<file path="config.mk">
export PLATFORM = sky130hd
export DESIGN_NAME = iter_div
export DESIGN_NICKNAME = d
export VERILOG_FILES = /design/src/rtl/iter_div_pkg.sv /design/src/rtl/iter_div_step.sv /design/src/rtl/iter_div.sv
export SDC_FILE = /design/constraint.sdc
export NUM_CORES = 1
export LEC_CHECK = 0
export CAP_MARGIN = 20
export CORE_MARGIN = 1
export CORE_UTILIZATION = 38
export DETAILED_ROUTE_END_ITERATION = 8
export GPL_TIMING_DRIVEN = 0
export PLACE_DENSITY = 0.58
export SKIP_LAST_GASP = 1
export SLEW_MARGIN = 20
export SYNTH_ARGS = -nofsm -noshare
export SYNTH_HDL_FRONTEND = slang
export SYNTH_HIERARCHICAL = 1
export SYNTH_SLANG_ARGS = --single-unit
</file>
<file path="constraint.sdc">
create_clock -name CLK -period 3.7 [get_ports CLK]
set_clock_uncertainty 0.15 [all_clocks]
set_input_delay 0.74 -clock CLK [delete_from_list [all_inputs] [get_ports CLK]]
set_output_delay 0.74 -clock CLK [all_outputs]
set_load 0.05 [all_outputs]
</file>
<file path="src/rtl/iter_div_pkg.sv">
// Shared definitions for the iterative restoring divider.
package iter_div_pkg;

  // Controller states; the numeric codes are visible on the CS debug port.
  typedef enum logic [2:0] {
    IDLE  = 3'b000,
    CHECK = 3'b001,
    CALC  = 3'b010,
    DONE  = 3'b011
  } state_t;

  localparam int unsigned DEF_WIDTH = 4;

  // Step counter must hold the value WIDTH itself.
  function automatic int unsigned cnt_width(input int unsigned w);
    return $clog2(w) + 1;
  endfunction

  localparam int unsigned DEF_CNT_W = cnt_width(DEF_WIDTH);

endpackage

</file>
<file path="src/rtl/iter_div_step.sv">
// One combinational restoring-division step: shift, trial subtract, restore.
module div_step
  import iter_div_pkg::*;
#(
  parameter int unsigned WIDTH = DEF_WIDTH
) (
  input  logic [WIDTH:0]   racc,
  input  logic [WIDTH-1:0] qacc,
  input  logic [WIDTH-1:0] divisor,
  output logic [WIDTH:0]   racc_next,
  output logic [WIDTH-1:0] qacc_next
);

  logic [WIDTH:0]   shifted;
  logic [WIDTH+1:0] trial;
  logic             fits;

  // Shift the {Racc,Qacc} pair left and decide whether the divisor fits.
  // The bit shifted out of Racc is part of the full-width comparison, so a
  // set bit there means the shifted value exceeds any divisor.
  always_comb begin
    shifted   = {racc[WIDTH-1:0], qacc[WIDTH-1]};
    trial     = {1'b0, shifted} - {2'b00, divisor};
    fits      = racc[WIDTH] | ~trial[WIDTH+1];
    racc_next = fits ? trial[WIDTH:0] : shifted;
    qacc_next = {qacc[WIDTH-2:0], fits};
  end

endmodule

</file>
<file path="src/rtl/iter_div.sv">
// Multi-cycle restoring divider: one quotient bit per clock, Done pulse at end.
module iter_div
  import iter_div_pkg::*;
#(
  parameter int unsigned WIDTH = DEF_WIDTH
) (
  input  logic             CLK,
  input  logic             rst,
  input  logic             Go,
  input  logic [WIDTH-1:0] X,
  input  logic [WIDTH-1:0] Y,
  output logic [WIDTH-1:0] Q,
  output logic [WIDTH-1:0] R,
  output logic             Err,
  output logic             Done,
  output logic [2:0]       CS
);

  localparam int unsigned CW = cnt_width(WIDTH);

  state_t           state;
  state_t           nxt;
  logic [WIDTH-1:0] dvd;
  logic [WIDTH-1:0] dvs;
  logic [WIDTH:0]   racc;
  logic [WIDTH-1:0] qacc;
  logic [CW-1:0]    cnt;
  logic             err;
  logic [WIDTH:0]   racc_n;
  logic [WIDTH-1:0] qacc_n;

  div_step #(.WIDTH(WIDTH)) u_step (
    .racc      (racc),
    .qacc      (qacc),
    .divisor   (dvs),
    .racc_next (racc_n),
    .qacc_next (qacc_n)
  );

  assign Q   = qacc;
  assign R   = racc[WIDTH-1:0];
  assign Err = err;

  // State register.
  always_ff @(posedge CLK or posedge rst) begin
    if (rst) state <= IDLE;
    else     state <= nxt;
  end

  // Next-state logic and Moore outputs; unused codes fall back to IDLE.
  always_comb begin
    nxt  = state;
    Done = 1'b0;
    CS   = state;
    case (state)
      IDLE:    if (Go) nxt = CHECK;
      CHECK:   nxt = (dvs == '0) ? DONE : CALC;
      CALC:    if (cnt == CW'(1)) nxt = DONE;
      DONE: begin
        Done = 1'b1;
        nxt  = IDLE;
      end
      default: nxt = IDLE;
    endcase
  end

  // Operand latching, working registers and step counter.
  // Q is cleared on acceptance and only takes the dividend when CALC begins,
  // so the divide-by-zero path never exposes the dividend on Q.
  always_ff @(posedge CLK or posedge rst) begin
    if (rst) begin
      dvd  <= '0;
      dvs  <= '0;
      racc <= '0;
      qacc <= '0;
      cnt  <= '0;
      err  <= 1'b0;
    end else begin
      case (state)
        IDLE: begin
          if (Go) begin
            dvd  <= X;
            dvs  <= Y;
            racc <= '0;
            qacc <= '0;
            err  <= 1'b0;
            cnt  <= CW'(WIDTH);
          end
        end
        CHECK: begin
          if (dvs == '0) begin
            err  <= 1'b1;
            qacc <= '0;
            racc <= {1'b0, dvd};
          end else begin
            qacc <= dvd;
            racc <= '0;
          end
        end
        CALC: begin
          racc <= racc_n;
          qacc <= qacc_n;
          cnt  <= cnt - CW'(1);
        end
        default: ;
      endcase
    end
  end

endmodule

</file>
Word level (Yosys, flattened, before mapping) --
Index checks and enable logic that the tools add are counted.
Word-level totals: register bits after elaboration 24, input port bits 11, output and inout bits 13, word-level logic and storage cells 45
Cells by class: add/sub/neg operators 2, equal/unequal tests 7, multiplexer cells 17, bitwise gates (word level) 2, reductions and logical operators 10
Operator list (number):
- one-hot mux 5 bit (3 select lines) | 1
- two-way mux 4 bit | 3
- one-hot mux 4 bit (3 select lines) | 1
- two-way mux 5 bit | 2
- two-way mux 3 bit | 3
- one-hot mux 3 bit (3 select lines) | 1
- AND reduction 2 bit | 4
- equality test 3 x 1 -> 1 bit (second input constant) | 2
- equality test 3 x 2 -> 1 bit (second input constant) | 2
- inequality test 2 bit (second input constant) | 3
- one-hot mux 3 bit (2 select lines) | 1
- subtractor 5 x 4 -> 6 bit | 1
- logical NOT 4 bit | 1
- two-way mux 1 bit | 4
- nonzero test 2 bit | 2
- logical NOT 3 bit | 1
- AND reduction 3 bit | 1
- nonzero test 3 bit | 1
- subtractor 3 x 1 -> 3 bit (second input constant) | 1
- one-hot mux 1 bit (2 select lines) | 1
- NOT 1 bit | 1
- bitwise OR 1 bit | 1

Logic depth before layout (Yosys ltp) --
depth after elaboration 5, gate-level depth with buffers 10, mapped depth without buffers 10

Modules after synthesis --
Netlist, hierarchy kept.
By module, submodules not included:
- iter_div | instances 1, cells an instance 108, area an instance 1169.9 um2
- div_step | instances 1, cells an instance 32, area an instance 274.0 um2

Worst setup path after synthesis --
No wires, ideal clock.
path type reg-to-reg, start point reg qacc[3] (netlist: Q[3]), end point reg racc[4], setup time 0.095 ns, arrival 2.076 ns, data required time 3.455 ns, path slack 1.379 ns, cell stages (with the launch flop) 11, cell sequence dfrtp_1 -> inv_1 -> ha_1 -> inv_1 -> fa_1 -> a21o_1 -> a21oi_1 -> o21ai_0 -> mux2i_1 -> nand3_1 -> o31ai_1
On the way: cells in the longest elaborated chain, start to end 5
RTL lines:
- from (decl) | line iter_div.sv:26 | logic [WIDTH-1:0] qacc;
- from (signal assigned) | line iter_div.sv:96 | qacc <= dvd;
- from (signal assigned) | line iter_div.sv:102 | qacc <= qacc_n;
- subtractor 5 x 4 -> 6 bit (*) | line iter_div_step.sv:23 | trial = {1'b0, shifted} - {2'b00, divisor};
- NOT 1 bit | line iter_div_step.sv:24 | fits = racc[WIDTH] | ~trial[WIDTH+1];
- bitwise OR 1 bit | line iter_div_step.sv:24
- two-way mux 5 bit (*) | line iter_div_step.sv:25 | racc_next = fits ? trial[WIDTH:0] : shifted;
- named net racc_n[4] | line iter_div.sv:29 | logic [WIDTH:0] racc_n;
- one-hot mux 5 bit (3 select lines) (*) | line iter_div.sv:79 | case (state)
- to (signal assigned) | line iter_div.sv:94 | racc <= {1'b0, dvd};
- to (signal assigned) | line iter_div.sv:101 | racc <= racc_n;
- to (decl) | line iter_div.sv:25 | logic [WIDTH:0] racc;
The timed path passes the listed nets; every way through them passes the cells marked *. A chain may end at the register's enable or synchronous reset.

Final worst setup path --
start point reg state[1] (netlist: CS[1]), end point out Done
On the way: cells in the longest elaborated chain, start to end 2
RTL lines:
- from (decl) | line iter_div.sv:21 | state_t state;
- from (signal assigned) | line iter_div.sv:47 | else state <= nxt;
- equality test 3 x 2 -> 1 bit | line iter_div.sv:55 | case (state)
- two-way mux 1 bit | line iter_div.sv:55
- to (decl) | line iter_div.sv:15 | output logic Done,
No other way between the ends.

==> out/results.ini <==
[outcome]
status=complete, no violations

[routing]
top_layer_used=met4
via_per_inst=5.136
drc=0
drtAntennaViolNets=0
finalWirelength_um=2947
avgRoutedWirePerCell_um=13.77
dr_wl_met3_um=74
drt_iter0_drc=32
dr.pass1.iters=4
m1WireLength_um=1494
routed-wl-met2_um=1344
vias=1099

[critical_path]
cp_data_required_time_ns=2.81
r2r_cells=10
path_cells=ha_1 > clkdlybuf4s50_1
max_stage_delay_ns=0.79
cp_max_fo=6
critical-path-slowest-cell=clkdlybuf4s50_1
crit_type=flop to primary output
rrSetupSlack_ns=1.42
r2r-start=Q[3]$_DFFE_PP0P_
arrival_ns=1.67
crit_path_start_kind=flop
r2r-end=racc[4]$_DFFE_PP0P_
worstSetupEndpointType=primary output

[sta]
setup_slack_ns=1.143
period_needed_ns=2.557
drv_slew=0
relSlewSlack_pct=41.22
fin_tns_setup_ns=0
grt_setup_unrepaired=no
worstMarginPinSlew_ns=0.8807
min_period_over_period_pct=69.10
fmax_ghz=0.3911
hold_violations=0
setup_viol=0

[grt]
grt_pass1_wl_um=5161
grt_max_degree=24
groute.usage.overall_pct=16.28
overflow=0
antenna_found_initial=0
grt_pass1_vias=1075

[logic_synthesis]
netlist-cell-type-count=35
synth-edff-count=0
netlist_instances=140
synth_async_sr_flop_share_pct=100.0
ys_seq_area_share_pct=39.86
synthFlopType=dfrtp_1
syn_area_mm2=0.001444
yosys_warnings=6
avgSynthCellArea_um2=10.31
synth_nets=163
ys_seq_elements=23

[cells_and_area]
postLayoutCellArea_mm2=0.001770
layout-drive-gt1-share_pct=17.47
syn_to_final_growth_pct=22.62
diodes=0
fillers=339
instances_no_fill=214
nets=190
utilization_pct=48.36

[place]
dpl.hpwl_um=2180
port-buffer-count=22
place_ws_ns=1.338
place.gp.congestion=0.7756
postPlaceCellArea_mm2=0.001724
dp_cells=210

[cts]
cts-root-buf=clkbuf_8
cts_max_level=1
cts_resized=0
numCtsBuffers=3
cts_hold_buf=0
ctsLongestPathBuffers=2
post_cts_buffers=0
cts_tree=yes
path_clk_slew_ns=0.08
insertion_delay_ns=0.26
cts_sinks=23

[min_path]
hold_start=cnt[0]$_DFFE_PP0P_
holdPathEnd=cnt[0]$_DFFE_PP0P_
hold_path.class=flop to flop
holdPathStages=1

[power]
power_frac_seq_pct=28.6
p_leak_nw=0.7859
power.density_mw_per_mm2=937.8
combPwrFrac_pct=62.0
vdd_ir_drop_max_mv=0.3231
sw_frac_of_total_pct=46.87
p_int_uw=882.0
clock_power_share_pct=9.5
power_switching_uw=778.2

[die]
die_y_um=63.64
num_rows=22
die_x_um=63.64
die_area_mm2=0.004050
fp.coreArea_mm2=0.003661
initial_utilization_pct=39.44
io_pins=24

[run]
maxCapViolCount=0

[critical path, delay by kind of cell, from the launching register on]
kind                     cells  cell delay, ns
buffers and inverters        1            0.79
flip-flops                   1            0.44
adder cells (fa/ha/maj)      1            0.17
[cell usage after synthesis, drive strengths merged (2+ instances only)]
cell type / instances / area share (%)
nor2: 2 / 0.52
nor4: 3 / 1.7
a31oi: 2 / 0.87
nand3: 3 / 1.0
o21a: 2 / 1.0
inv: 12 / 3.1
buf: 9 / 4.7
clkbuf: 4 / 1.0
nor2b: 2 / 1.4
mux2: 11 / 9.1
a21oi: 3 / 1.0
mux2i: 2 / 1.4
o21ai: 24 / 8.3
ha: 11 / 9.5
a211oi: 2 / 1.0
nand2: 2 / 0.52
a32oi: 8 / 4.9
nor3: 2 / 0.69
nand2b: 2 / 0.87
dfrtp: 23 / 40
[flip-flops by register name, summed over array words and instances, names as in the netlist]
name / flops
cnt: 3
dvd: 4
racc: 5
Err: 1
Q: 4
CS: 2
dvs: 4
[kinds of logic after synthesis]
group	synth area share, %
fa+ha+maj	10.92
buf+inv	8.838
other cells	0.2597
mux	10.49
simple gates	9.012
flops	39.86
xor+xnor	0.6067
compound gates	20.02
[per-layer routing]
metal | vias to the layer above | track usage, %
li1 | 550 | -
met1 | 526 | 24.26
met2 | 19 | 24.07
met3 | 4 | 1.630
met4 | 0 | 5.966
met5 | - | 0
[area by class of cell]
class / count / area, um^2 / share of cell area (%)
Buffer: 13 / 82.58 / 4.664
Clock buffer: 3 / 41.29 / 2.332
Clock inverter: 1 / 5.005 / 0.2827
Inverter: 12 / 45.04 / 2.544
Multi-Input combinational cell: 92 / 740.7 / 41.84
Sequential cell: 23 / 575.6 / 32.51
Tap cell: 48 / 60.06 / 3.392
Timing Repair Buffer: 22 / 220.2 / 12.44
[power groups by stage]
stage / clock network, mW / registers, mW / logic (mW)
4_1_cts: 0.162 / 0.472 / 1.03
2_1_floorplan: 0 / 0.564 / 0.672
3_5_place_dp: 0 / 0.477 / 1.02
6_report: 0.157 / 0.474 / 1.03
5_1_grt: 0.168 / 0.495 / 1.13
3_3_place_gp: 0 / 0.471 / 1.02
[stage by stage]
stage / total power [mW] / hold slack, ns
after global placement: 1.487 / 0.3463
after floorplan: 1.236 / 0.3228
final: 1.660 / 0.3837
after global routing: 1.788 / 0.4150
after detailed placement: 1.499 / 0.3713
after CTS: 1.667 / 0.3844
[cell usage in the layout, fill, tap and decap left out, types with 4 or more instances in the layout]
cell type,Yosys,final
buf_4,9,9
inv_1,12,12
ha_1,11,11
mux2_2,9,9
clkbuf_1,4,4
a32oi_1,8,8
o21ai_0,15,15
dfrtp_1,23,23
clkdlybuf4s50_1,0,22
o21ai_1,9,9
[worst max path at each step]
stage / end / cells after the start / from / slack, ns
CTS: Done / 2 / CS[1]$_DFFE_PP0P_ / 1.13
global route: Done / 2 / CS[1]$_DFFE_PP0P_ / 1.07
detailed placement: CS[1]$_DFFE_PP0P_ / 4 / Go / 1.34
floorplan: racc[4]$_DFFE_PP0P_ / 10 / Q[3]$_DFFE_PP0P_ / 1.38
global placement: CS[1]$_DFFE_PP0P_ / 4 / Go / 1.35
finish: Done / 2 / CS[1]$_DFFE_PP0P_ / 1.14
Power figures use the tool's default switching activity.
